<file path="src/rtl/riscv_pkg.sv">
// Shared encodings for the pipeline control path: ResultSrc values, forward-select
// codes, the ID/EX control word and its bubble value.
package riscv_pkg;

  localparam logic [1:0] RES_ALU = 2'b00;
  localparam logic [1:0] RES_MEM = 2'b01;
  localparam logic [1:0] RES_PC4 = 2'b10;

  localparam logic [1:0] FWD_RF  = 2'b00;
  localparam logic [1:0] FWD_WB  = 2'b01;
  localparam logic [1:0] FWD_MEM = 2'b10;

  typedef struct packed {
    logic       reg_write;
    logic [1:0] result_src;
    logic       mem_write;
    logic       jump;
    logic       branch;
    logic       alu_src;
  } idex_ctrl_t;

  // A bubble must never write state or redirect the PC.
  localparam idex_ctrl_t IDEX_CTRL_BUBBLE = '{
    reg_write:  1'b0,
    result_src: RES_ALU,
    mem_write:  1'b0,
    jump:       1'b0,
    branch:     1'b0,
    alu_src:    1'b0
  };

  // Bit 0 of ResultSrc marks an instruction whose result comes from memory.
  function automatic logic result_from_mem(input logic [1:0] result_src);
    return result_src[0];
  endfunction

endpackage

</file>
<file path="src/rtl/ctrl_pipeline_hazard_unit.sv">
// Combinational hazard detection: stall, flush and forward selects.
// Build option FORWARD_EN: when defined, forwarding is built and only load-use
// hazards stall; otherwise forwards stay at the register file and every RAW
// dependence on EX or MEM stalls decode.
module hazard_unit
  import riscv_pkg::*;
#(
  parameter int RA_W = 5
) (
  input  logic [RA_W-1:0] rs1_d,
  input  logic [RA_W-1:0] rs2_d,
  input  logic [RA_W-1:0] rs1_e,
  input  logic [RA_W-1:0] rs2_e,
  input  logic [RA_W-1:0] rd_e,
  input  logic [RA_W-1:0] rd_m,
  input  logic [RA_W-1:0] rd_w,
  input  logic            reg_write_e,
  input  logic            reg_write_m,
  input  logic            reg_write_w,
  input  logic [1:0]      result_src_e,
  input  logic            pcsrc_e,
  output logic            stall_f,
  output logic            stall_d,
  output logic            flush_d,
  output logic            flush_e,
  output logic [1:0]      forward_ae,
  output logic [1:0]      forward_be
);

  logic stall_s;
  logic unused_s;

  // x0 is hardwired, so a zero destination is never a dependence.
  function automatic logic src_hit(input logic [RA_W-1:0] rs, input logic [RA_W-1:0] rd);
    return (rd != {RA_W{1'b0}}) && (rs == rd);
  endfunction

`ifdef FORWARD_EN
  // MEM is the younger producer, so it wins over WB.
  function automatic logic [1:0] fwd_sel(input logic [RA_W-1:0] rs,
                                         input logic rw_m, input logic [RA_W-1:0] rdm,
                                         input logic rw_w, input logic [RA_W-1:0] rdw);
    logic [1:0] sel;
    if (rw_m && src_hit(rs, rdm)) begin
      sel = FWD_MEM;
    end else if (rw_w && src_hit(rs, rdw)) begin
      sel = FWD_WB;
    end else begin
      sel = FWD_RF;
    end
    return sel;
  endfunction

  // Only a load in EX cannot be covered by forwarding.
  always_comb begin
    stall_s    = result_from_mem(result_src_e) &
                 (src_hit(rs1_d, rd_e) | src_hit(rs2_d, rd_e));
    forward_ae = fwd_sel(rs1_e, reg_write_m, rd_m, reg_write_w, rd_w);
    forward_be = fwd_sel(rs2_e, reg_write_m, rd_m, reg_write_w, rd_w);
  end

  assign unused_s = reg_write_e;
`else
  // Without forwarding, any pending write in EX or MEM to a source stalls decode.
  always_comb begin
    stall_s    = (reg_write_e & (src_hit(rs1_d, rd_e) | src_hit(rs2_d, rd_e))) |
                 (reg_write_m & (src_hit(rs1_d, rd_m) | src_hit(rs2_d, rd_m)));
    forward_ae = FWD_RF;
    forward_be = FWD_RF;
  end

  assign unused_s = ^{rs1_e, rs2_e, rd_w, reg_write_w, result_src_e};
`endif

  // A taken branch/jump kills the D and E slots; a stall holds F/D and bubbles E.
  always_comb begin
    stall_f = stall_s;
    stall_d = stall_s;
    flush_d = pcsrc_e;
    flush_e = stall_s | pcsrc_e;
  end

endmodule

</file>
<file path="src/rtl/ctrl_pipeline.sv">
// Control-side pipeline registers (ID/EX, EX/MEM, MEM/WB) for a 5-stage RISC-V
// core, with PCSrcE resolution and the hazard unit.
// Build option FORWARD_EN selects forwarding versus stall-on-RAW in hazard_unit.
module ctrl_pipeline
  import riscv_pkg::*;
#(
  parameter int RA_W   = 5,
  parameter int ALUC_W = 3
) (
  input  logic              clk,
  input  logic              reset,
  input  logic              RegWriteD,
  input  logic              MemWriteD,
  input  logic              JumpD,
  input  logic              BranchD,
  input  logic              ALUSrcD,
  input  logic [1:0]        ResultSrcD,
  input  logic [ALUC_W-1:0] ALUControlD,
  input  logic [RA_W-1:0]   Rs1D,
  input  logic [RA_W-1:0]   Rs2D,
  input  logic [RA_W-1:0]   RdD,
  input  logic              ZeroE,
  output logic [ALUC_W-1:0] ALUControlE,
  output logic              ALUSrcE,
  output logic [RA_W-1:0]   Rs1E,
  output logic [RA_W-1:0]   Rs2E,
  output logic [RA_W-1:0]   RdE,
  output logic              MemWriteM,
  output logic              RegWriteM,
  output logic [RA_W-1:0]   RdM,
  output logic [1:0]        ResultSrcW,
  output logic              RegWriteW,
  output logic [RA_W-1:0]   RdW,
  output logic              PCSrcE,
  output logic              StallF,
  output logic              StallD,
  output logic              FlushD,
  output logic              FlushE,
  output logic [1:0]        ForwardAE,
  output logic [1:0]        ForwardBE
);

  idex_ctrl_t        ctrl_e_q, ctrl_e_d;
  logic [ALUC_W-1:0] aluc_e_q, aluc_e_d;
  logic [RA_W-1:0]   rs1_e_q, rs1_e_d, rs2_e_q, rs2_e_d, rd_e_q, rd_e_d;
  logic              reg_write_m_q, reg_write_m_d, mem_write_m_q, mem_write_m_d;
  logic [1:0]        result_src_m_q, result_src_m_d;
  logic [RA_W-1:0]   rd_m_q, rd_m_d;
  logic              reg_write_w_q, reg_write_w_d;
  logic [1:0]        result_src_w_q, result_src_w_d;
  logic [RA_W-1:0]   rd_w_q, rd_w_d;

  // ID/EX next state: a flush inserts an all-zero bubble in place of the D slot.
  always_comb begin
    if (FlushE) begin
      ctrl_e_d = IDEX_CTRL_BUBBLE;
      aluc_e_d = {ALUC_W{1'b0}};
      rs1_e_d  = {RA_W{1'b0}};
      rs2_e_d  = {RA_W{1'b0}};
      rd_e_d   = {RA_W{1'b0}};
    end else begin
      ctrl_e_d = '{reg_write: RegWriteD, result_src: ResultSrcD, mem_write: MemWriteD,
                   jump: JumpD, branch: BranchD, alu_src: ALUSrcD};
      aluc_e_d = ALUControlD;
      rs1_e_d  = Rs1D;
      rs2_e_d  = Rs2D;
      rd_e_d   = RdD;
    end
  end

  // EX/MEM and MEM/WB always advance.
  always_comb begin
    reg_write_m_d  = ctrl_e_q.reg_write;
    mem_write_m_d  = ctrl_e_q.mem_write;
    result_src_m_d = ctrl_e_q.result_src;
    rd_m_d         = rd_e_q;
    reg_write_w_d  = reg_write_m_q;
    result_src_w_d = result_src_m_q;
    rd_w_d         = rd_m_q;
  end

  // Pipeline control registers; reset clears every stage immediately.
  always_ff @(posedge clk or posedge reset) begin
    if (reset) begin
      ctrl_e_q       <= IDEX_CTRL_BUBBLE;
      aluc_e_q       <= {ALUC_W{1'b0}};
      rs1_e_q        <= {RA_W{1'b0}};
      rs2_e_q        <= {RA_W{1'b0}};
      rd_e_q         <= {RA_W{1'b0}};
      reg_write_m_q  <= 1'b0;
      mem_write_m_q  <= 1'b0;
      result_src_m_q <= RES_ALU;
      rd_m_q         <= {RA_W{1'b0}};
      reg_write_w_q  <= 1'b0;
      result_src_w_q <= RES_ALU;
      rd_w_q         <= {RA_W{1'b0}};
    end else begin
      ctrl_e_q       <= ctrl_e_d;
      aluc_e_q       <= aluc_e_d;
      rs1_e_q        <= rs1_e_d;
      rs2_e_q        <= rs2_e_d;
      rd_e_q         <= rd_e_d;
      reg_write_m_q  <= reg_write_m_d;
      mem_write_m_q  <= mem_write_m_d;
      result_src_m_q <= result_src_m_d;
      rd_m_q         <= rd_m_d;
      reg_write_w_q  <= reg_write_w_d;
      result_src_w_q <= result_src_w_d;
      rd_w_q         <= rd_w_d;
    end
  end

  // Branch/jump resolution in EX.
  always_comb begin
    PCSrcE = (ctrl_e_q.branch & ZeroE) | ctrl_e_q.jump;
  end

  assign ALUControlE = aluc_e_q;
  assign ALUSrcE     = ctrl_e_q.alu_src;
  assign Rs1E        = rs1_e_q;
  assign Rs2E        = rs2_e_q;
  assign RdE         = rd_e_q;
  assign MemWriteM   = mem_write_m_q;
  assign RegWriteM   = reg_write_m_q;
  assign RdM         = rd_m_q;
  assign ResultSrcW  = result_src_w_q;
  assign RegWriteW   = reg_write_w_q;
  assign RdW         = rd_w_q;

  hazard_unit #(.RA_W(RA_W)) u_hazard (
    .rs1_d        (Rs1D),
    .rs2_d        (Rs2D),
    .rs1_e        (rs1_e_q),
    .rs2_e        (rs2_e_q),
    .rd_e         (rd_e_q),
    .rd_m         (rd_m_q),
    .rd_w         (rd_w_q),
    .reg_write_e  (ctrl_e_q.reg_write),
    .reg_write_m  (reg_write_m_q),
    .reg_write_w  (reg_write_w_q),
    .result_src_e (ctrl_e_q.result_src),
    .pcsrc_e      (PCSrcE),
    .stall_f      (StallF),
    .stall_d      (StallD),
    .flush_d      (FlushD),
    .flush_e      (FlushE),
    .forward_ae   (ForwardAE),
    .forward_be   (ForwardBE)
  );

endmodule

</file>
<file path="config.mk">
export PLATFORM = sky130hd
export DESIGN_NAME = ctrl_pipeline
export DESIGN_NICKNAME = d
export VERILOG_FILES = /design/src/rtl/riscv_pkg.sv /design/src/rtl/ctrl_pipeline_hazard_unit.sv /design/src/rtl/ctrl_pipeline.sv
export SDC_FILE = /design/constraint.sdc
export NUM_CORES = 1
export LEC_CHECK = 0
export CORE_MARGIN = 4
export CORE_UTILIZATION = 44
export CTS_BUF_LIST = sky130_fd_sc_hd__clkbuf_4 sky130_fd_sc_hd__clkbuf_8 sky130_fd_sc_hd__clkbuf_16
export CTS_CLUSTER_DIAMETER = 100
export DETAILED_ROUTE_END_ITERATION = 8
export GPL_TIMING_DRIVEN = 0
export PLACE_DENSITY_LB_ADDON = 0.12
export SLEW_MARGIN = 20
export SYNTH_ARGS = -nofsm -noshare
export SYNTH_HDL_FRONTEND = slang
export SYNTH_SLANG_ARGS = --single-unit
</file>
<file path="constraint.sdc">
create_clock -name clk -period 2.16 [get_ports clk]
set_input_delay 0.324 -clock clk [delete_from_list [all_inputs] [get_ports clk]]
set_output_delay 0.324 -clock clk [all_outputs]
set_load 0.03 [all_outputs]
</file>
==> results.toml, run 1 <==
[setup_path]
crit_fanout = 4
slowest_stage = "or4_1"
max_stage_delay_ns = 0.52
crit_path_end_kind = "primary output"
worstPathRequired_ns = 1.84
critPathMostFrequentCell = "buf_6"
arrival_ns = 2.12
critPathLaunchType = "flip-flop"
crit_chain = "or4_1, o21a_1, buf_6, buf_12, a22o_4, buf_6, buf_6"
worstSetupPathType = "reg -> out"

[floorplan]
die_y_um = 74.3
rows = 23
num_io_pins = 71
core-area_um2 = 4120
start_util_pct = 47.0
dieWidth_um = 74.3
dieArea_um2 = 5520

[power]
ir_drop_mv = 0.462
power_leakage_nw = 1.32
clkPwrFrac_pct = 24.2
internal_power_mw = 1.70
powerDensity_nw_per_um2 = 871
combPwrFrac_pct = 39.3
switching_power_mw = 0.886
p_seq_share_pct = 36.5
switching_share_pct = 34.2
total_power_mw = 2.59

[yosys]
synth.distinct_cells = 19
syn_area_um2 = 1940
synth_cells = 150
yosysWarnings = 0
ys_ff_latch = 42
syn_area_per_cell_um2 = 12.9
yosysSeqAreaShare_pct = 54.3

[timing]
fin_crit_sh_pct = 113
clock.fmax_ghz = 0.409
slew_viol_final = 0
rsz0062_at_grt = "true"
finalWorstSetupSlack_ns = -0.287
hold_viol = 0
fin_worst_skew_ns = 0.00826
fin_crit_ns = 2.45
fin_hold_ws_ns = 0.287
setup_tns_ns = -0.727
finalSetupViolations = 3

[final_layout]
fin_area_um2 = 2970
syn_to_final_growth_pct = 53.5
n_fill_cell = 278
instances_no_fill = 292
final_util_pct = 72.2
drive_gt1_share_pct = 30.2
nets = 269
diodes = 0

[grt]
grt_pass1_wl_mm = 7.71
grt_antenna_before_repair = 0
overflow = 0
grt_pass1_vias = 1603
grt_max_degree = 30
grt_usage_pct = 18.4

[placement]
place_area_um2 = 2720
dp_worst_setup_slack_ns = -1.01
place_inst = 270
routabilityCongestion = 0.854
io_buffers = 66
dp_hpwl_mm = 3.41

[cts]
clock_path_buffers = 2
cts.clk_slew.worst_paths_ns = 0.08
cts_made_buffers = 5
clk_latency_ns = 0.29
cts.sinks = 42
hold_buffers = 0
clockRootBuffer = "clkbuf_8"
cts_htree_levels = 2
cts_tree = "done"

[worst_hold_path]
hold_class = "in -> async"

[detailed_routing]
drcViolationCount = 0
wl_mm = 4.70
vias_per_cell = 5.12
first_pass_iters = 4
drt-initial-drc-count = 52
vias = 1496
ant_nets = 0
wl_per_cell_um = 16.1

[job]
max-cap-violations = 0

[run_status]
status = "complete, but fails checks"
violations = "setup timing"
[power by group through the flow]
| stage | registers (mW) | logic (mW) | clock network, mW |
|---|---|---|---|
| floorplan | 1.14 | 0.413 | 0 |
| global placement | 0.972 | 0.898 | 0 |
| global route | 0.955 | 1.08 | 0.672 |
| detailed placement | 0.979 | 0.917 | 0 |
| CTS | 0.946 | 1.01 | 0.639 |
| finish | 0.944 | 1.02 | 0.626 |
[repair_timing]
| item | in CTS | in global routing |
|---|---|---|
| pin swaps | 5 | 8 |
| endpoints found under the hold margin | 0 | 0 |
| gates resized for setup | 29 | 0 |
| endpoints found under the setup margin | 5 | 3 |
| cloned | 0 | 0 |
| setup buffers | 11 | 4 |
[cells by family after synthesis]
family / synth area share (%)
xor+xnor: 9.05
flops: 54.3
buf+inv: 8.21
simple gates: 7.43
other cells: 0.194
compound gates: 20.8
[worst paths after layout]
kind / slack, ns / start / to / cells past startpoint
worst max-delay path: -0.29 / RdM[0] / StallF / 7
worst min-delay path: 0.29 / reset / RdW[3] / 2
worst max register to register: 0.15 / RdM[0] / RdE[1] / 7
worst min register to register: 0.35 / result_src_m_d[0] / result_src_m_q[0] / 0
max in group asynchronous: 1.41 / reset / RdE[1] / 3
min in group clk: 0.35 / result_src_m_d[0] / result_src_m_q[0] / 0
[registers in the layout, indices dropped and copies added, names as in the netlist]
register / flops
ALUSrcE: 1
RegWriteW: 1
reg_write_m_d: 1
ALUControlE: 3
mem_write_m_d: 1
RegWriteM: 1
Rs2E: 5
ResultSrcW: 2
RdW: 5
result_src_m_q: 2
RdE: 5
ctrl_e_q: 2
RdM: 5
Rs1E: 5
result_src_m_d: 2
MemWriteM: 1
[cells in the final DEF (no fill, tap or decap), types with 5 or more instances in the layout]
| cell | instances |
|---|---|
| clkdlybuf4s50_1 | 62 |
| dfrtp_1 | 36 |
| nand2_1 | 29 |
| buf_4 | 21 |
| xnor2_1 | 20 |
| a221oi_2 | 19 |
| dfrtp_2 | 6 |
| buf_6 | 6 |
| a221oi_1 | 6 |
| clkbuf_8 | 5 |
[synth_stat cells]
cell,number,area (um2)
nand2_1,29,109
a22o_1,1,8.76
nand3_1,4,20.0
o21a_1,2,15.0
buf_2,5,25.0
buf_6,3,33.8
a221oi_1,6,52.6
o22ai_2,2,25.0
xnor2_1,20,175
or4_1,2,15.0
a21oi_1,1,5.00
inv_1,2,7.51
a221o_2,1,11.3
clkbuf_1,2,7.51
buf_4,6,45.0
a221oi_2,19,285
buf_12,2,40.0
conb_1,1,3.75
dfrtp_1,42,1050
[worst max-delay path: cells and delay by family, from the launching register on]
family / cells / cell delay (ns)
buf+inv: 4 / 0.48
flops: 1 / 0.41
compound gates: 2 / 0.42
simple gates: 1 / 0.52
[final cells by class]
cell class / instances / area, um2 / share of cell area (%)
inverters: 2 / 7.51 / 0.253
flip-flops and latches: 42 / 1060 / 35.6
plain buffers: 17 / 168 / 5.64
multi-input cells: 91 / 772 / 26.0
repair buffers: 82 / 790 / 26.6
clock inverters: 2 / 37.5 / 1.26
clock buffers: 6 / 76.3 / 2.57
well taps: 50 / 62.6 / 2.11
[per-layer routing]
metal	track usage (%)	part of all wire [%]	routed length [um]
met1	22.4	41	1910
met3	5.54	6.9	324
met2	31.8	52	2420
met5	0	0	0
met4	5.14	1.0	48
Power figures use the tool's default switching activity.
==> run 2, diff against run 1 <==
==> constraint.sdc (replaced) <==
create_clock -name clk -period 2.44 [get_ports clk]
set_input_delay 0.366 -clock clk [delete_from_list [all_inputs] [get_ports clk]]
set_output_delay 0.366 -clock clk [all_outputs]
set_load 0.03 [all_outputs]
==> run 2 against run 1 <==
  * The flow still finishes with violations (setup timing)
  * Clock power decreased by 26%
  * Utilization rose by 2.2 points
  * Routed wire length is 9.9% higher
  * Register-to-register slack improved by 0.27 ns
  * Non-clock buffer count rose by 11
  * Worst setup slack gained 0.22 ns
  * Count of clock-buffer cells in the layout grew 1
  * Cell count grew 3.8%
  * Clock skew decreased by 0.0032 ns
  * Sequential power fell by 11%
  * Critical endpoint is now FlushE
  * Largest cell class is now buffers
  * Largest power group unchanged
  * Highest routed layer unchanged
==> results.toml, run 2 (synthesis gave the netlist of run 1 again) <==
[power]
internal_power_mw = 1.48
clkPwrFrac_pct = 20.5
p_seq_share_pct = 36.9
powerDensity_nw_per_um2 = 742
combPwrFrac_pct = 42.5
switching_share_pct = 35.0
ir_drop_mv = 0.445
power_leakage_nw = 1.39
switching_power_mw = 0.795

[floorplan]
core-area_um2 = 4120
rows = 23
dieWidth_um = 74.3
die_y_um = 74.3
start_util_pct = 47.0
dieArea_um2 = 5520
num_io_pins = 71

[final_layout]
n_fill_cell = 276
syn_to_final_growth_pct = 58.1
final_util_pct = 74.4
diodes = 0
layout_common_cells = "clkdlybuf4s50_1, dfrtp_1, buf_4, nand2_1, xnor2_1"
nets = 280
drive_gt1_share_pct = 32.4
final_common_cell = "clkdlybuf4s50_1"
register_area_um2 = 1050
multi_input_area_um2 = 774

[grt]
overflow = 0
grt_max_degree = 26
grt_antenna_before_repair = 0
grt_pass1_wl_mm = 7.69
grt_pass1_vias = 1573
grt_usage_pct = 18.7

[setup_path]
worst-path-stages = 6
arrival_ns = 2.14
worstPathRequired_ns = 2.07
r2r_start = "RdM[2]"
max_stage_delay_ns = 0.53
slowest_stage = "or4_1"
r2r.worst_path.cells = 7
critPathMostFrequentCell = "buf_6"
crit_path_end_kind = "primary output"
crit_family = "compound AO/OA/AOI/OAI gates"
crit_fanout = 5
cp_num_buf_inv = 3
worstSetupPathType = "reg -> out"
r2r-end = "Rs2E[4]"
crit_chain = "or4_1, o21a_1, buf_6, buf_12, a221o_2, buf_6"
critPathLaunchType = "flip-flop"
reg2reg_setup_slack_ns = 0.42

[timing]
fin_worst_skew_ns = 0.00507
rsz0062_at_grt = "true"
finalSetupViolations = 2
fin_crit_ns = 2.51
finalWorstSetupSlack_ns = -0.0709
clock.fmax_ghz = 0.398
hold_viol = 0
fin_crit_sh_pct = 103
slew_viol_final = 0

[cts]
cts.sinks = 42
hold_buffers = 0
cts_htree_levels = 2
cts.clk_slew.worst_paths_ns = 0.07
clockRootBuffer = "clkbuf_8"
cts_tree = "done"
clock_path_buffers = 2
clk_latency_ns = 0.29
cts_made_buffers = 5

[worst_hold_path]
hold_end = "MemWriteM"
holdPathStages = 0
hp-start = "mem_write_m_d"
hold_class = "reg -> reg"

[detailed_routing]
wl_per_cell_um = 17.1
vias = 1578
ant_nets = 0
drcViolationCount = 0
vias_per_cell = 5.21
wl_mm = 5.17
drt-initial-drc-count = 94
first_pass_iters = 4

[run_status]
status = "complete, but fails checks"
violations = "setup timing"

[job]
max-cap-violations = 0

[placement]
dp_worst_setup_slack_ns = -0.853
io_buffers = 66
routabilityCongestion = 0.888
run 2: per-stage QoR:
stage	hold slack [ns]	cell area (um2)	TNS [ns]	power, mW	std cells
final	0.349	3060	-0.128	2.27	303
after global routing	0.367	3060	-0.312	2.37	303
after global placement	0.332	2670	-1.99	1.64	269
after CTS	0.352	2910	-0.0994	2.19	288
after detailed placement	0.335	2700	-2.13	1.67	270
after floorplan	0.331	1950	0	1.36	153
run 2: worst max path at each step:
| stage | startpoint | endpoint | slack, ns |
|---|---|---|---|
| final | RdM[2] | FlushE | -0.07 |
| after global routing | RdM[2] | StallF | -0.13 |
| after CTS | RdE[2] | StallF | -0.09 |
| after detailed placement | Rs1D[4] | StallF | -0.85 |
| after global placement | Rs1D[4] | StallF | -0.82 |
| after floorplan | RdE[0] | StallF | 0.002 |
run 2: final cells by class:
| class | instances | share of cell area (%) |
|---|---|---|
| Clock buffer | 7 | 2.94 |
| Timing Repair Buffer | 93 | 29.4 |
| Sequential cell | 42 | 34.5 |
| Buffer | 17 | 5.48 |
| Clock inverter | 1 | 0.164 |
| Tap cell | 50 | 2.04 |
| Inverter | 2 | 0.245 |
| Multi-Input combinational cell | 91 | 25.3 |
run 2: power groups by stage:
| stage | Clock, mW | Combinational, mW | Sequential, mW |
|---|---|---|---|
| after CTS | 0.475 | 0.883 | 0.835 |
| after floorplan | 0 | 0.357 | 1.01 |
| final | 0.466 | 0.967 | 0.839 |
| after global placement | 0 | 0.786 | 0.858 |
| after global routing | 0.503 | 1.02 | 0.850 |
| after detailed placement | 0 | 0.805 | 0.864 |
run 2: what timing repair did:
item,CTS,global route
pin swaps,5,6
gates resized for setup,31,8
endpoints found under the setup margin,4,4
setup buffers,10,16
run 2: per-layer routing:
layer | wire, um | track usage, % | up-vias
met5 | 0 | 0 | -
met4 | 65 | 6.52 | 0
met3 | 339 | 4.86 | 6
met2 | 2940 | 34.4 | 58
met1 | 1830 | 20.7 | 787
li1 | - | - | 727
